$ cat src/rtl/bpr_pkg.sv
// bpr_pkg: shared pixel/counter widths and saturating arithmetic helpers.
// Ports: none (package). Provides PIX_W, CNT_W, pix_t, sat_add, sat_sub.
package bpr_pkg;
   localparam int PIX_W = 16;
   localparam int CNT_W = 16;
   typedef logic [PIX_W-1:0] pix_t;
   function automatic pix_t sat_add(pix_t a, pix_t b);
      logic [PIX_W:0] s;
      s = {1'b0, a} + {1'b0, b};
      return s[PIX_W] ? '1 : s[PIX_W-1:0];
   endfunction
   function automatic pix_t sat_sub(pix_t a, pix_t b);
      return (a < b) ? '0 : a - b;
   endfunction
endpackage

$ cat src/rtl/bad_pixel_replace_if.sv
// bad_pixel_replace_if: pixel stream bundle between sorter/testbench and bad_pixel_replace.
// Inputs to the block: enable, Sorted_in1..8, Pixel_center, thresh, bypass, frame_start.
// Outputs from the block: valid_out, Pixel_out, hot_flag, cold_flag, defect_count, last_frame_count.
interface bad_pixel_replace_if;
   import bpr_pkg::*;
   logic             enable;
   pix_t             Sorted_in1, Sorted_in2, Sorted_in3, Sorted_in4;
   pix_t             Sorted_in5, Sorted_in6, Sorted_in7, Sorted_in8;
   pix_t             Pixel_center;
   pix_t             thresh;
   logic             bypass;
   logic             frame_start;
   logic             valid_out;
   pix_t             Pixel_out;
   logic             hot_flag;
   logic             cold_flag;
   logic [CNT_W-1:0] defect_count;
   logic [CNT_W-1:0] last_frame_count;
   modport master (
      output enable, Sorted_in1, Sorted_in2, Sorted_in3, Sorted_in4,
             Sorted_in5, Sorted_in6, Sorted_in7, Sorted_in8,
             Pixel_center, thresh, bypass, frame_start,
      input  valid_out, Pixel_out, hot_flag, cold_flag, defect_count, last_frame_count
   );
   modport slave (
      input  enable, Sorted_in1, Sorted_in2, Sorted_in3, Sorted_in4,
             Sorted_in5, Sorted_in6, Sorted_in7, Sorted_in8,
             Pixel_center, thresh, bypass, frame_start,
      output valid_out, Pixel_out, hot_flag, cold_flag, defect_count, last_frame_count
   );
endinterface

$ cat src/rtl/bpr_defect_counter.sv
// bpr_defect_counter: saturating per-frame defect counter with frame-boundary latch.
// Ports: clk, reset (async active-low), frame_start_i (clear+latch pulse), inc_i (defect event),
//        count_o (current frame count), last_o (count latched at last frame_start).
module bpr_defect_counter #(
   parameter int CNT_W = bpr_pkg::CNT_W
) (
   input  logic             clk,
   input  logic             reset,
   input  logic             frame_start_i,
   input  logic             inc_i,
   output logic [CNT_W-1:0] count_o,
   output logic [CNT_W-1:0] last_o
);
   logic [CNT_W-1:0] count_q, count_d, last_q, last_d;
   // A defect coinciding with frame_start belongs to the new frame, so it restarts the count at 1.
   always_comb begin
      count_d = frame_start_i ? CNT_W'(inc_i)
              : (inc_i && count_q != '1) ? count_q + CNT_W'(1) : count_q;
      last_d  = frame_start_i ? count_q : last_q;
   end
   always_ff @(posedge clk or negedge reset) begin
      if (!reset) begin
         count_q <= '0;
         last_q  <= '0;
      end else begin
         count_q <= count_d;
         last_q  <= last_d;
      end
   end
   assign count_o = count_q;
   assign last_o  = last_q;
endmodule

$ cat src/rtl/bad_pixel_replace.sv
// bad_pixel_replace: two-stage hot/cold pixel detector that replaces outliers by the neighbour median.
// Ports: clk, reset (async active-low), bus (slave side of bad_pixel_replace_if carrying the
//        sorted neighbours, centre pixel, controls, corrected pixel, flags and defect counters).
module bad_pixel_replace
   import bpr_pkg::*;
(
   input logic              clk,
   input logic              reset,
   bad_pixel_replace_if.slave bus
);
   logic           s1_v_q, s1_v_d, byp_q, byp_d;
   pix_t           lo_lim_q, lo_lim_d, hi_lim_q, hi_lim_d, med_q, med_d, ctr_q, ctr_d;
   logic           v_q, v_d, hot_q, hot_d, cold_q, cold_d;
   pix_t           pix_q, pix_d;
   logic [PIX_W:0] med_sum;
   logic           hot, cold, fix;
   logic [CNT_W-1:0] cnt, last;
   logic           unused_nbr;
   // The outermost neighbours only serve to make the band robust; they are deliberately ignored.
   assign unused_nbr = ^{bus.Sorted_in1, bus.Sorted_in3, bus.Sorted_in6, bus.Sorted_in8};
   // Extra bit on the sum keeps the rounded median exact at full scale.
   assign med_sum = {1'b0, bus.Sorted_in4} + {1'b0, bus.Sorted_in5} + (PIX_W+1)'(1);
   always_comb begin
      s1_v_d   = bus.enable;
      lo_lim_d = bus.enable ? sat_sub(bus.Sorted_in2, bus.thresh) : lo_lim_q;
      hi_lim_d = bus.enable ? sat_add(bus.Sorted_in7, bus.thresh) : hi_lim_q;
      med_d    = bus.enable ? med_sum[PIX_W:1] : med_q;
      ctr_d    = bus.enable ? bus.Pixel_center : ctr_q;
      byp_d    = bus.enable ? bus.bypass : byp_q;
   end
   always_comb begin
      cold   = ctr_q < lo_lim_q;
      hot    = ctr_q > hi_lim_q;
      fix    = !byp_q && (hot || cold);
      v_d    = s1_v_q;
      pix_d  = s1_v_q ? (fix ? med_q : ctr_q) : pix_q;
      hot_d  = s1_v_q ? (!byp_q && hot) : hot_q;
      cold_d = s1_v_q ? (!byp_q && cold) : cold_q;
   end
   always_ff @(posedge clk or negedge reset) begin
      if (!reset) begin
         s1_v_q   <= 1'b0;
         byp_q    <= 1'b0;
         lo_lim_q <= '0;
         hi_lim_q <= '0;
         med_q    <= '0;
         ctr_q    <= '0;
         v_q      <= 1'b0;
         pix_q    <= '0;
         hot_q    <= 1'b0;
         cold_q   <= 1'b0;
      end else begin
         s1_v_q   <= s1_v_d;
         byp_q    <= byp_d;
         lo_lim_q <= lo_lim_d;
         hi_lim_q <= hi_lim_d;
         med_q    <= med_d;
         ctr_q    <= ctr_d;
         v_q      <= v_d;
         pix_q    <= pix_d;
         hot_q    <= hot_d;
         cold_q   <= cold_d;
      end
   end
   // Count on the same edge the flagged pixel is registered, so the count tracks the visible output.
   bpr_defect_counter #(.CNT_W(CNT_W)) u_cnt (
      .clk           (clk),
      .reset         (reset),
      .frame_start_i (bus.frame_start),
      .inc_i         (s1_v_q && fix),
      .count_o       (cnt),
      .last_o        (last)
   );
   assign bus.valid_out        = v_q;
   assign bus.Pixel_out        = pix_q;
   assign bus.hot_flag         = hot_q;
   assign bus.cold_flag        = cold_q;
   assign bus.defect_count     = cnt;
   assign bus.last_frame_count = last;
endmodule

$ cat src/flat_wrapper.sv
// flat-port wrapper written by rule: the top's interface ports become plain ports
module bad_pixel_replace_flat import bpr_pkg::*;
  (clk, reset, bus_enable, bus_Sorted_in1, bus_Sorted_in2, bus_Sorted_in3, bus_Sorted_in4, bus_Sorted_in5, bus_Sorted_in6, bus_Sorted_in7, bus_Sorted_in8, bus_Pixel_center, bus_thresh, bus_bypass, bus_frame_start, bus_valid_out, bus_Pixel_out, bus_hot_flag, bus_cold_flag, bus_defect_count, bus_last_frame_count);
  bad_pixel_replace_if bus_i ();
  input logic clk;
  input logic reset;
  input wire logic [$bits(bus_i.enable)-1:0] bus_enable;
  input wire logic [$bits(bus_i.Sorted_in1)-1:0] bus_Sorted_in1;
  input wire logic [$bits(bus_i.Sorted_in2)-1:0] bus_Sorted_in2;
  input wire logic [$bits(bus_i.Sorted_in3)-1:0] bus_Sorted_in3;
  input wire logic [$bits(bus_i.Sorted_in4)-1:0] bus_Sorted_in4;
  input wire logic [$bits(bus_i.Sorted_in5)-1:0] bus_Sorted_in5;
  input wire logic [$bits(bus_i.Sorted_in6)-1:0] bus_Sorted_in6;
  input wire logic [$bits(bus_i.Sorted_in7)-1:0] bus_Sorted_in7;
  input wire logic [$bits(bus_i.Sorted_in8)-1:0] bus_Sorted_in8;
  input wire logic [$bits(bus_i.Pixel_center)-1:0] bus_Pixel_center;
  input wire logic [$bits(bus_i.thresh)-1:0] bus_thresh;
  input wire logic [$bits(bus_i.bypass)-1:0] bus_bypass;
  input wire logic [$bits(bus_i.frame_start)-1:0] bus_frame_start;
  output wire logic [$bits(bus_i.valid_out)-1:0] bus_valid_out;
  output wire logic [$bits(bus_i.Pixel_out)-1:0] bus_Pixel_out;
  output wire logic [$bits(bus_i.hot_flag)-1:0] bus_hot_flag;
  output wire logic [$bits(bus_i.cold_flag)-1:0] bus_cold_flag;
  output wire logic [$bits(bus_i.defect_count)-1:0] bus_defect_count;
  output wire logic [$bits(bus_i.last_frame_count)-1:0] bus_last_frame_count;
  assign bus_i.enable = bus_enable;
  assign bus_i.Sorted_in1 = bus_Sorted_in1;
  assign bus_i.Sorted_in2 = bus_Sorted_in2;
  assign bus_i.Sorted_in3 = bus_Sorted_in3;
  assign bus_i.Sorted_in4 = bus_Sorted_in4;
  assign bus_i.Sorted_in5 = bus_Sorted_in5;
  assign bus_i.Sorted_in6 = bus_Sorted_in6;
  assign bus_i.Sorted_in7 = bus_Sorted_in7;
  assign bus_i.Sorted_in8 = bus_Sorted_in8;
  assign bus_i.Pixel_center = bus_Pixel_center;
  assign bus_i.thresh = bus_thresh;
  assign bus_i.bypass = bus_bypass;
  assign bus_i.frame_start = bus_frame_start;
  assign bus_valid_out = bus_i.valid_out;
  assign bus_Pixel_out = bus_i.Pixel_out;
  assign bus_hot_flag = bus_i.hot_flag;
  assign bus_cold_flag = bus_i.cold_flag;
  assign bus_defect_count = bus_i.defect_count;
  assign bus_last_frame_count = bus_i.last_frame_count;
  bad_pixel_replace u_core (.clk(clk), .reset(reset), .bus(bus_i));
endmodule
$ cat config.mk
export PLATFORM = sky130hd
export DESIGN_NAME = bad_pixel_replace_flat
export DESIGN_NICKNAME = d
export VERILOG_FILES = /design/src/rtl/bpr_pkg.sv /design/src/rtl/bad_pixel_replace_if.sv /design/src/rtl/bpr_defect_counter.sv /design/src/rtl/bad_pixel_replace.sv /design/src/flat_wrapper.sv
export SDC_FILE = /design/constraint.sdc
export NUM_CORES = 1
export LEC_CHECK = 0
export CORE_MARGIN = 2
export CORE_UTILIZATION = 49
export CTS_CLUSTER_SIZE = 25
export DETAILED_ROUTE_END_ITERATION = 12
export GPL_TIMING_DRIVEN = 0
export PLACE_DENSITY = 0.82
export SLEW_MARGIN = 20
export SYNTH_ARGS = -nofsm -noshare
export SYNTH_HDL_FRONTEND = slang
export SYNTH_SLANG_ARGS = --single-unit
$ cat constraint.sdc
create_clock -name clk -period 3.3 [get_ports clk]
set_input_delay 0.495 -clock clk [delete_from_list [all_inputs] [get_ports clk]]
set_output_delay 0.495 -clock clk [all_outputs]
set_load 0.1 [all_outputs]
# Word level (Yosys, flattened, before mapping)
# Cells that the tools add are included.
# word_totals
latchBits	0
word_cells	34
output_inout_bits	51
rom_bits	0
mem_bits_rw	0
memories	0
regBits	117
inputBits	165
# op_classes
n_shift	0
addsub	5
n_mul	0
eq_ne	1
n_lt_le_gt_ge	3
div_mod_pow	0
n_reduce_logical	8
bitwise_logic	0
mux	5
# op_table
operator	n
$mux W16	5
$add A16 B16 Y17	2
$lt A16 B16 Y1	2
$add A17 B1 Y17 const B	1
$add A16 B1 Y16 const B	1
$gt A16 B16 Y1	1
$ne A16 B16 Y1 const B	1
$sub A16 B16 Y16	1
$logic_and A1 B1 Y1	5
$reduce_bool A2 Y1	1
$logic_not A1 Y1	1
$logic_or A1 B1 Y1	1

# Depth between registers and ports, before layout
# logic_depth
ltp_word	7
depth_mapped	13
ltp_nobuf	12

# Modules after synthesis
# A second synthesis with hierarchy kept.
# unflattened
hier_cells	825
area_unflattened_um2	7815.0
# modules_own_cells
module	seq_area_each_um2	area_each_um2	cells_each	n_inst
bad_pixel_replace	2127.0	6289.8	686	1
bpr_defect_counter	800.8	1525.2	139	1

# Worst setup path after synthesis
# OpenSTA, ideal clock, no wires.
# synth_path
path_type	flip-flop to flip-flop
from	register u_core.u_cnt.count_q[2] (netlist: u_core.u_cnt.count_o[2])
to	register u_core.u_cnt.count_q[5] (netlist: u_core.u_cnt.count_o[5])
path_buffers	0
path_stages_with_launch	8
arrival_time_ps	2666
setup_ps	128
required_time_ps	3172
period_less_slack_ps	2793
setup_slack_ps	507
cell_sequence	dfrtp_1 > and3_1 > nand4_1 > nor2_1 > and4_1 > nand4_1 > and4_1 > mux2_1
# synth_via
elab_chain_cells	3
word_cells_on_any_way	6
classes_between	1 x add/sub; 1 x eq/ne; 2 x mux; 2 x reduce/logical
# synth_rtl
element	line	rtl
from (decl)	bpr_defect_counter.sv:14	logic [CNT_W-1:0] count_q, count_d, last_q, last_d;
from (signal assigned)	bpr_defect_counter.sv:26	count_q <= count_d;
$add A16 B1 Y16 or $ne A16 B16 Y1 (tied branches)	bpr_defect_counter.sv:18	: (inc_i && count_q != '1) ? count_q + CNT_W'(1) : count_q;
$mux W16 or $logic_and A1 B1 Y1 (tied branches)	bpr_defect_counter.sv:18	
$mux W16 or $reduce_bool A2 Y1 (tied branches)	-	
# Several ways; a longest one is shown, not always the timed one. The select of a mux whose other input is x is not followed.
# A chain may end at the register's enable or synchronous reset.

# Final worst setup path
# layout_path
from	input bus_thresh[0]
to	register u_core.lo_lim_q[13]
# layout_via
elab_chain_cells	2
word_cells_on_any_way	3
classes_between	1 x add/sub; 1 x order compare; 1 x mux
# layout_rtl
element	line	rtl
from (decl)	flat_wrapper.sv:17	input wire logic [$bits(bus_i.thresh)-1:0] bus_thresh;
$sub A16 B16 Y16 or $lt A16 B16 Y1 (tied branches)	bpr_pkg.sv:13	return (a < b) ? '0 : a - b;
$mux W16 (*)	bpr_pkg.sv:13	
to (signal assigned)	bad_pixel_replace.sv:55	lo_lim_q <= lo_lim_d;
to (decl)	bad_pixel_replace.sv:12	pix_t lo_lim_q, lo_lim_d, hi_lim_q, hi_lim_d, med_q, med_d, ctr_q, ctr_d;
# Every way passes the cells marked *; elsewhere a longest branch is shown, timed or not.

==> summary.md <==
| Metric | Value |
|---|---|
| Die W | 128 µm |
| Fin crit share | 95.7% |
| Total Routing Usage GR | 23.2% |
| Post-route minimum period | 3.16 ns |
| Global-route track usage on met2 | 39.3% |
| Top_reg_cell synth | dfrtp_1 |
| Met1 track demand over resource | 29.4% |
| Weighted congestion at the end of routability-driven global placement | 0.894 |
| Unrepaired setup endpoints after global routing | no |
| Half-perimeter wire length after placement | 13.9 mm |
| Most common cell in the synthesized netlist | dfrtp_1 |
| Seq cells post-synth | 117 |
| Worst setup skew after layout | 0.00488 ns |
| Critical path data required time | 3.56 ns |
| Startpoint kind of the worst setup timing path | primary input |
| Maxcap violations | 0 |
| Average wire per standard cell | 16.4 µm |
| Post-synthesis net count | 1005 |
| Worst slack after detailed placement | -0.382 ns |
| Diodes inserted | 0 |
| Core occupancy in the finished layout | 65.3% |
| Via count | 6471 |
| Worst Path Max Fanout | 10 |
| Number of fillers in the final layout | 1167 |
| Status | finished clean |
| Post-route DRC | 0 |
| Boundary pin count | 216 |
| Setup-failing EPs final | 0 |
| Cell area after synthesis | 0.00755 mm² |
| ANT nets after route | 0 |
| Number of flops mapped to enable cells by yosys | 0 |
| Count of routing violations after the opening detailed-route iteration | 468 |
| Total wire length | 18.5 mm |
| Power density over cell area | 537 mW/mm² |
| Most area-hungry cell type in the Yosys netlist | dfrtp_1 |
| CP arrival | 3.41 ns |
| Post-synthesis async set-or-reset flop share | 100% |
| Worst min path class | register to register |
| Area growth from synthesis to layout | 30.9% |
| Vias per cell | 5.74 |
| Leakage component of the power | 4.50 nW |
| Master cell of the clock root buffer | clkbuf_16 |
| Slew of the pin with the lowest slew margin | 1.02 ns |
| Floorplan die height | 128 µm |
| Number of placement rows | 45 |
| Register-to-Register Path Depth | 11 |
| First-pass GRT wire length | 30.1 mm |
| Overall die area | 0.0164 mm² |
| Largest voltage drop on the vdd net | 0.535 mV |
| Most used routing layer | met2 |
| Clk sink count | 117 |
| Top cells by area in the synthesized netlist | dfrtp_1 39%, ha_1 13%, mux2_2 6.4% |
| Share of final-layout standard cells stronger than drive strength 1 | 9.48% |
| Worst hold path stage count | 0 |
| Top post-synthesis cells by count | 117 x dfrtp_1, 79 x ha_1, 69 x a21oi_1 |
| Sequential element share of the synthesized area | 38.8% |
| Element type at the critical path end | register |
| Total overflow reported by the global router | 0 |
| Count of yosys warnings during synthesis | 0 |
| Detailed-routing iteration count for the pre-antenna-repair pass | 5 |
| Clock buffers created by TritonCTS | 17 |
| Insertion delay to the later sink of the worst-skew pair | 0.41 ns |
| GR Util met3 | 5.59% |
| Final #Nets | 1176 |
| Floorplan core area | 0.0151 mm² |
| Worst setup margin | 0.141 ns |
| Pin count of the biggest net entering global routing | 83 |
| Number of antenna violations at the first check in global routing | 0 |
| Worst-case headroom to the max-slew limit | 31.8% |
| Total count of hold-check failures in the final report | 0 |
| Gate count of the mapped netlist | 758 |
| Highest achievable clock rate | 0.317 GHz |
| CTS tree | yes |
| Worst-case clock buffer depth | 2 |
| Mean cell area of the mapped netlist | 9.96 µm² |
| Max Transition Viols Final | 0 |
| Worst Setup Path Type | primary input to register |
| Initial cell density of the core | 49.9% |
| Post-synthesis cell type count | 66 |
| Post-CTS clock slew at the launch and capture registers of the worst setup and hold paths | 0.05 ns |
| I/O Buffers | 150 |
| Vias in the first global route | 6267 |
| Max H-tree Level | 4 |
| Fraction of synthesized cell area taken by the top area cell type | 38.8% |
| Final sum of negative setup slack | 0 ns |
| Worst R2R Setup Slack | 0.29 ns |
sequential cells by signal, summed over array words and instances (netlist names), 16 cells and up:
register and flops:
u_core.bus.Pixel_out 16, u_core.ctr_q 16, u_core.hi_lim_q 16, u_core.lo_lim_q 16
u_core.med_q 16, u_core.u_cnt.count_o 16, u_core.u_cnt.last_o 16
worst paths after layout:
check | startpoint | endpoint
max in group asynchronous | reset | u_core.lo_lim_q[8]
min in group asynchronous | reset | u_core.u_cnt.count_o[14]
worst min-delay path | u_core.s1_v_q | u_core.bus.valid_out
worst max register to register | u_core.ctr_q[13] | u_core.bus.Pixel_out[2]
worst max-delay path | bus_thresh[0] | u_core.lo_lim_q[13]
worst min register to register | u_core.s1_v_q | u_core.bus.valid_out
layer usage:
layer | vias to the layer above | wire, µm
met2 | 205 | 9090
met5 | - | 0
met4 | 0 | 408
met3 | 36 | 969
met1 | 3133 | 8040
li1 | 3097 | -
area by class of cell:
| cell class | count | area, µm² | share of cell area (%) |
|---|---|---|---|
| tap | 188 | 235 | 2.38 |
| inverter | 64 | 240 | 2.43 |
| sequential | 117 | 2930 | 29.6 |
| clock buffer | 24 | 492 | 4.97 |
| multi-input combinational | 554 | 4300 | 43.5 |
| buffer | 23 | 97.6 | 0.987 |
| timing repair buffer | 152 | 1540 | 15.6 |
| clock inverter | 5 | 50.0 | 0.506 |
metrics by stage:
step | power (mW) | cells | hold WS (ns) | area (µm²)
finish | 5.31 | 1127 | 0.393 | 9880
global route | 5.57 | 1127 | 0.397 | 9880
CTS | 5.33 | 1127 | 0.392 | 9870
detailed placement | 3.61 | 1097 | 0.381 | 9320
global placement | 3.57 | 1096 | 0.381 | 9290
floorplan | 3.06 | 758 | 0.199 | 7550
power by group:
part / switching [mW] / total, mW / internal [mW]
registers: 0.128 / 1.76 / 1.63
logic: 1.15 / 1.86 / 0.711
clock network: 0.603 / 1.70 / 1.09
total: 1.88 / 5.31 / 3.44
what timing repair did:
action	CTS	global route
pin swaps	0	0
setup buffers	0	0
hold buffers	1	0
setup endpoints to repair	9	12
gates resized for setup	1	3
hold endpoints to repair	35	0
worst max-delay path: stages:
cell and delay [ns]:
clkdlybuf4s50_1 0.50, ha_1 0.17, inv_1 0.05, fa_1 0.43, a211oi_2 0.25, o21ai_1 0.11
nor4b_2 0.18, a211oi_1 0.27, a211oi_1 0.16, a41o_1 0.30, nand2_2 0.16, buf_4 0.22
o22ai_1 0.12
cells by family after synthesis:
logic type	count (synthesis)	share of synthesized area [%]
compound gates	216	18.9
xor+xnor	31	3.60
fa+ha+maj	82	13.9
buf+inv	87	4.44
flops	117	38.8
mux	65	9.43
simple gates	160	11.0
cell usage in the layout, fill, tap and decap left out, drive strengths merged, types with 7 or more instances in the layout:
| cell type | count |
|---|---|
| clkdlybuf4s50 | 149 |
| dfrtp | 117 |
| ha | 79 |
| a21oi | 69 |
| inv | 64 |
| nor2 | 48 |
| mux2 | 46 |
| o21ai | 39 |
| clkbuf | 37 |
| nand2 | 22 |
| xnor2 | 21 |
| mux2i | 19 |
| a21o | 17 |
| o22a | 15 |
| nor2b | 14 |
| nand2b | 14 |
| o22ai | 14 |
| nor3 | 12 |
| buf | 12 |
| o21a | 10 |
| xor2 | 10 |
| nand4 | 9 |
| and3 | 8 |
| nand3 | 7 |
Note: power is estimated with default switching activity, not from simulation.
